**src/rtl/scc_pkg.sv**
```systemverilog
// Shared definitions for the SCC pipeline: instruction field positions,
// default widths and the immediate sign-extension helper.
package scc_pkg;

  localparam int DATA_W_DEF = 32;
  localparam int ADDR_W_DEF = 5;
  localparam int IMM_W_DEF  = 15;
  localparam int OPC_W      = 6;
  localparam int INSTR_W    = 32;
  localparam int MAX_W      = 64;

  localparam int OPC_LSB    = 26;
  localparam int IR_OP_BIT  = 25;
  localparam int RD_LSB     = 20;
  localparam int RS1_LSB    = 15;
  localparam int RS2_LSB    = 10;
  localparam int IMM_LSB    = 0;

  // Sign-extends the low w bits of v to MAX_W; callers truncate to their width.
  function automatic logic [MAX_W-1:0] sign_extend(input logic [MAX_W-1:0] v, input int w);
    logic signed [MAX_W-1:0] t;
    t = $signed(v << (MAX_W - w));
    return t >>> (MAX_W - w);
  endfunction

endpackage

```
**src/rtl/id_scoreboard.sv**
```systemverilog
// Busy-bit scoreboard: one bit per register, set on issue, cleared on writeback or release.
// Queries are combinational; a same-cycle writeback hides the bit, and set beats clear.
module id_scoreboard #(
  parameter int ADDR_W = 5
) (
  input  logic              clk,
  input  logic              rst_n,
  input  logic              set_en,
  input  logic [ADDR_W-1:0] set_addr,
  input  logic              clr_en,
  input  logic [ADDR_W-1:0] clr_addr,
  input  logic              rel_en,
  input  logic [ADDR_W-1:0] rel_addr,
  input  logic [ADDR_W-1:0] q1_addr,
  output logic              q1_busy,
  input  logic [ADDR_W-1:0] q2_addr,
  output logic              q2_busy
);

  localparam int NREG = 1 << ADDR_W;

  logic [NREG-1:0] busy_q;
  logic [NREG-1:0] busy_d;

  always_comb begin
    busy_d = busy_q;
    if (clr_en) busy_d[clr_addr] = 1'b0;
    if (rel_en) busy_d[rel_addr] = 1'b0;
    if (set_en) busy_d[set_addr] = 1'b1;
    busy_d[0] = 1'b0;
  end

  always_ff @(posedge clk or negedge rst_n) begin
    if (!rst_n) busy_q <= '0;
    else        busy_q <= busy_d;
  end

  // A writeback landing this cycle resolves the hazard through the bypass path.
  assign q1_busy = busy_q[q1_addr] && (q1_addr != '0) && !(clr_en && clr_addr == q1_addr);
  assign q2_busy = busy_q[q2_addr] && (q2_addr != '0) && !(clr_en && clr_addr == q2_addr);

endmodule

```
**src/rtl/id_stage.sv**
```systemverilog
// Instruction decode: register read with WB bypass, immediate extension, RAW scoreboard.
// One-cycle latency; holds the bundle while EXE stalls and blocks fetch on hazards or flush.
module id_stage
  import scc_pkg::*;
#(
  parameter int DATA_W = DATA_W_DEF,
  parameter int ADDR_W = ADDR_W_DEF,
  parameter int IMM_W  = IMM_W_DEF
) (
  input  logic               clk,
  input  logic               rst_n,
  input  logic               in_valid,
  output logic               in_ready,
  input  logic [INSTR_W-1:0] instr,
  output logic [ADDR_W-1:0]  rs1_addr,
  output logic [ADDR_W-1:0]  rs2_addr,
  input  logic [DATA_W-1:0]  rs1_data,
  input  logic [DATA_W-1:0]  rs2_data,
  input  logic               wb_en,
  input  logic [ADDR_W-1:0]  wb_addr,
  input  logic [DATA_W-1:0]  wb_data,
  input  logic               flush,
  output logic               out_valid,
  input  logic               out_ready,
  output logic [DATA_W-1:0]  value1,
  output logic [DATA_W-1:0]  value2,
  output logic [DATA_W-1:0]  immediate,
  output logic               ir_op,
  output logic [OPC_W-1:0]   opcode,
  output logic [ADDR_W-1:0]  rd
);

  logic [OPC_W-1:0]  in_opcode;
  logic              in_ir_op;
  logic [ADDR_W-1:0] in_rd;
  logic [DATA_W-1:0] op1_d;
  logic [DATA_W-1:0] op2_d;
  logic [DATA_W-1:0] imm_d;
  logic              rs1_busy;
  logic              rs2_busy;
  logic              hazard;
  logic              can_load;
  logic              accept;
  logic              release_rd;

  assign in_opcode = instr[OPC_LSB +: OPC_W];
  assign in_ir_op  = instr[IR_OP_BIT];
  assign in_rd     = instr[RD_LSB +: ADDR_W];
  assign rs1_addr  = instr[RS1_LSB +: ADDR_W];
  assign rs2_addr  = instr[RS2_LSB +: ADDR_W];

  assign imm_d = DATA_W'(sign_extend(MAX_W'(instr[IMM_LSB +: IMM_W]), IMM_W));

  always_comb begin
    op1_d = rs1_data;
    op2_d = rs2_data;
    if (wb_en && wb_addr == rs1_addr) op1_d = wb_data;
    if (wb_en && wb_addr == rs2_addr) op2_d = wb_data;
    if (rs1_addr == '0) op1_d = '0;
    if (rs2_addr == '0) op2_d = '0;
  end

  assign hazard   = rs1_busy || (in_ir_op && rs2_busy);
  assign can_load = !out_valid || out_ready;
  assign in_ready = can_load && !hazard && !flush;
  assign accept   = in_valid && in_ready;

  // Only a bundle that EXE did not take is killed; a consumed one stays issued.
  assign release_rd = flush && out_valid && !out_ready && (rd != '0);

  id_scoreboard #(.ADDR_W(ADDR_W)) u_scoreboard (
    .clk      (clk),
    .rst_n    (rst_n),
    .set_en   (accept && (in_rd != '0)),
    .set_addr (in_rd),
    .clr_en   (wb_en),
    .clr_addr (wb_addr),
    .rel_en   (release_rd),
    .rel_addr (rd),
    .q1_addr  (rs1_addr),
    .q1_busy  (rs1_busy),
    .q2_addr  (rs2_addr),
    .q2_busy  (rs2_busy)
  );

  always_ff @(posedge clk or negedge rst_n) begin
    if (!rst_n) begin
      out_valid <= 1'b0;
      value1    <= '0;
      value2    <= '0;
      immediate <= '0;
      ir_op     <= 1'b0;
      opcode    <= '0;
      rd        <= '0;
    end else begin
      if (flush) begin
        out_valid <= 1'b0;
      end else if (accept) begin
        out_valid <= 1'b1;
      end else if (out_ready) begin
        out_valid <= 1'b0;
      end
      if (accept) begin
        value1    <= op1_d;
        value2    <= op2_d;
        immediate <= imm_d;
        ir_op     <= in_ir_op;
        opcode    <= in_opcode;
        rd        <= in_rd;
      end
    end
  end

endmodule

```
**config.mk**
```make
export PLATFORM = sky130hd
export DESIGN_NAME = id_stage
export DESIGN_NICKNAME = d
export VERILOG_FILES = /design/src/rtl/scc_pkg.sv /design/src/rtl/id_scoreboard.sv /design/src/rtl/id_stage.sv
export SDC_FILE = /design/constraint.sdc
export NUM_CORES = 1
export LEC_CHECK = 0
export CAP_MARGIN = 20
export CORE_ASPECT_RATIO = 0.8
export CORE_MARGIN = 3
export CORE_UTILIZATION = 30
export CTS_BUF_LIST = sky130_fd_sc_hd__clkbuf_4 sky130_fd_sc_hd__clkbuf_8 sky130_fd_sc_hd__clkbuf_16
export CTS_CLUSTER_DIAMETER = 100
export DETAILED_ROUTE_END_ITERATION = 8
export GPL_TIMING_DRIVEN = 0
export PLACE_DENSITY = 0.65
export SYNTH_ARGS = -nofsm -noshare
export SYNTH_HDL_FRONTEND = slang
export SYNTH_SLANG_ARGS = --single-unit
```
**constraint.sdc**
```tcl
create_clock -name clk -period 2.6 [get_ports clk]
set_clock_uncertainty 0.2 [all_clocks]
set_input_delay 0.26 -clock clk [delete_from_list [all_inputs] [get_ports clk]]
set_output_delay 0.26 -clock clk [all_outputs]
set_load 0.02 [all_outputs]
```
==> out/results.ini <==
[outcome]
status=complete, but fails checks
violations=negative setup slack

[finish]
regArea_sq_mm=0.00308
fin_nets=995
drive_gt1_frac=0.261
fin_cells=1176
multi_input_area_sq_mm=0.00379
area_delta_synth_final_pct=54.3
n_fill_cell=2092

[clock_network]
clk_latency_ns=0.41
htreeDepth=4
clk_pin_slew_ns=0.06
numCtsBuffers=17
root_buffer=clkbuf_16
clock_path_buffers=2
clock-sinks=123
cts_tree=done

[logic_synthesis]
yosysMostFrequentCell=dfrtp_1
synth_cells=576
synth_fp_nets=715
avgSynthCellArea_sq_um=12.3
synthArstFlopShare=1.00
synth.area.top_cells=dfrtp_1 (43%), mux2_4 (17%), mux2i_1 (7.5%)
synth_seq_cells=123
synth-edff-count=0
ys_seq_area_frac=0.433
yosysTopAreaCell=dfrtp_1
syn_area_sq_mm=0.00711
yosysWarnings=0
ys_dominant_reg_cell=dfrtp_1
synthTopCellsByCount=dfrtp_1 (123), mux2_4 (79), mux2i_1 (53), nor2_1 (41), a22o_1 (32)
netlist.area_leader.share=0.433
ys_types=40

[pwr]
p_per_area_mw_per_mm2=781
vdd_drop_max_uv=438
p_leak_nw=4.65

[timing]
hold_viol_final=0
rsz0062_at_grt=true
period_needed_ns=2.95
worst_hold_slack_ns=0.105
setup_violations=122
min_period_over_period=1.14
final_max_slew_viol_count=0
fmax_mhz=339
tightest_slew_ns=0.766
finalWorstSetupSlack_ns=-0.354
relSlewSlack=0.488

[die]
die_w_microns=178
num_rows=49
die_height_microns=144
initial_utilization=0.311
dieArea_sq_mm=0.0256
core_area_sq_mm=0.0229
ioPinCount=259

[setup_path]
critPathMaxFanout=10
crit_type=reg2reg
arrival_ns=3.04
crit_required_ns=2.69
cp-end-kind=flip-flop
start_kind=flip-flop

[drt]
num_vias=6107
ant_nets=0
wl_microns=25300
firstDrtPassIters=7
drtIter0Drc=372
wl_per_cell_microns=21.5
vias_per_cell=5.19
drcViolationCount=0

[placed_design]
hpwl_microns=18200
numPortBuffers=249
post-place-ws_ns=-1.48
placed_cells=1134
gp_congestion=0.874

[hold_path]
hold_class=in2async

[global_routing]
grt_usage=0.191
antenna_found_initial=1
overflow=0
grt_pass1_wl_microns=37200
grt_max_degree=89
grt_pass1_vias=6017

[job]
cap_violations=0

-- where the power goes --
group	switching (mW)	internal (mW)
sequential	0.388	2.41
combinational	1.50	1.93
clock	0.887	1.45
-- layout by cell type, fill, tap and decap left out, drive strengths merged, types with 7 or more instances in the layout --
cell type      count
or3b               7
clkbuf            41
dfrtp            123
clkdlybuf4s50    242
o31ai             31
nand3b            16
a22o              32
buf               60
nand3             10
nor2              41
o221ai            31
nand2             14
mux2              92
mux2i             53
-- cell type report --
class,instances,share of cell area
clock buffers,20,0.0414
plain buffers,67,0.0459
clock inverters,12,0.0113
repair buffers,261,0.239
well taps,306,0.0349
flip-flops and latches,123,0.281
inverters,2,0.000684
diodes,1,0.000228
multi-input cells,384,0.346
-- kinds of logic after synthesis --
logic type      synth area share
simple gates              0.0866
compound gates             0.124
xor+xnor                  0.0123
buf+inv                   0.0629
mux                        0.281
flops                      0.433
-- per-layer routing --
layer  track usage  vias to the layer above  wire length (microns)
li1              -                     2735                      -
met1         0.269                     2991                  11000
met2         0.291                      348                  11400
met3        0.0544                       33                   2530
met4        0.0487                        0                    328
met5             0                        -                      0
-- worst paths after layout --
kind / start / slack [ns] / end / cells past startpoint
setup / recovery: u_scoreboard.busy_q[27]$_DFF_PN0_ / -0.35 / value1[6]$_DFFE_PN0P_ / 9
hold / removal: rst_n / 0.11 / value2[2]$_DFFE_PN0P_ / 2
setup reg to reg: u_scoreboard.busy_q[27]$_DFF_PN0_ / -0.35 / value1[6]$_DFFE_PN0P_ / 9
hold reg to reg: value2[19]$_DFFE_PN0P_ / 0.31 / value2[19]$_DFFE_PN0P_ / 1
max in group asynchronous: rst_n / 1.27 / u_scoreboard.busy_q[10]$_DFF_PN0_ / 3
min in group clk: instr[14] / 0.11 / immediate[14]$_DFFE_PN0P_ / 2
-- sequential cells by signal, indices dropped and copies added, names as in the netlist --
| register | cells |
|---|---|
| immediate | 15 |
| value2 | 32 |
| opcode | 6 |
| value1 | 32 |
| u_scoreboard.busy_q | 31 |
| rd | 5 |
| out_valid | 1 |
| ir_op | 1 |
-- what timing repair did --
| action | 4_1_cts | 5_1_grt |
|---|---|---|
| endpoints found under the setup margin | 124 | 122 |
| buffers inserted | 6 | 2 |
| hold endpoints to repair | 66 | 0 |
| gates resized for setup | 38 | 33 |
| pin swaps | 4 | 4 |
| hold buffers | 1 | 0 |
| cloned | 0 | 1 |
-- worst max-delay path: stages (launching register included) --
cell     delay, ns
dfrtp_1       0.39
mux4_2        0.47
or2_0         0.21
a32oi_1       0.25
a311o_1       0.31
buf_4         0.14
nand4_1       0.14
buf_6         0.21
buf_6         0.18
mux2_4        0.31
-- per-stage QoR --
step	setup TNS, ns	utilization	total power, mW	instance area, sq um
floorplan	0	-	4.51	7110
global placement	-693.42	0.437	6.09	9980
detailed placement	-117.16	0.439	6.12	10000
CTS	-21.80	0.472	8.56	10800
global route	-29.52	0.480	8.96	11000
finish	-29.67	0.480	8.56	11000
Note: power is estimated with default switching activity, not from simulation.
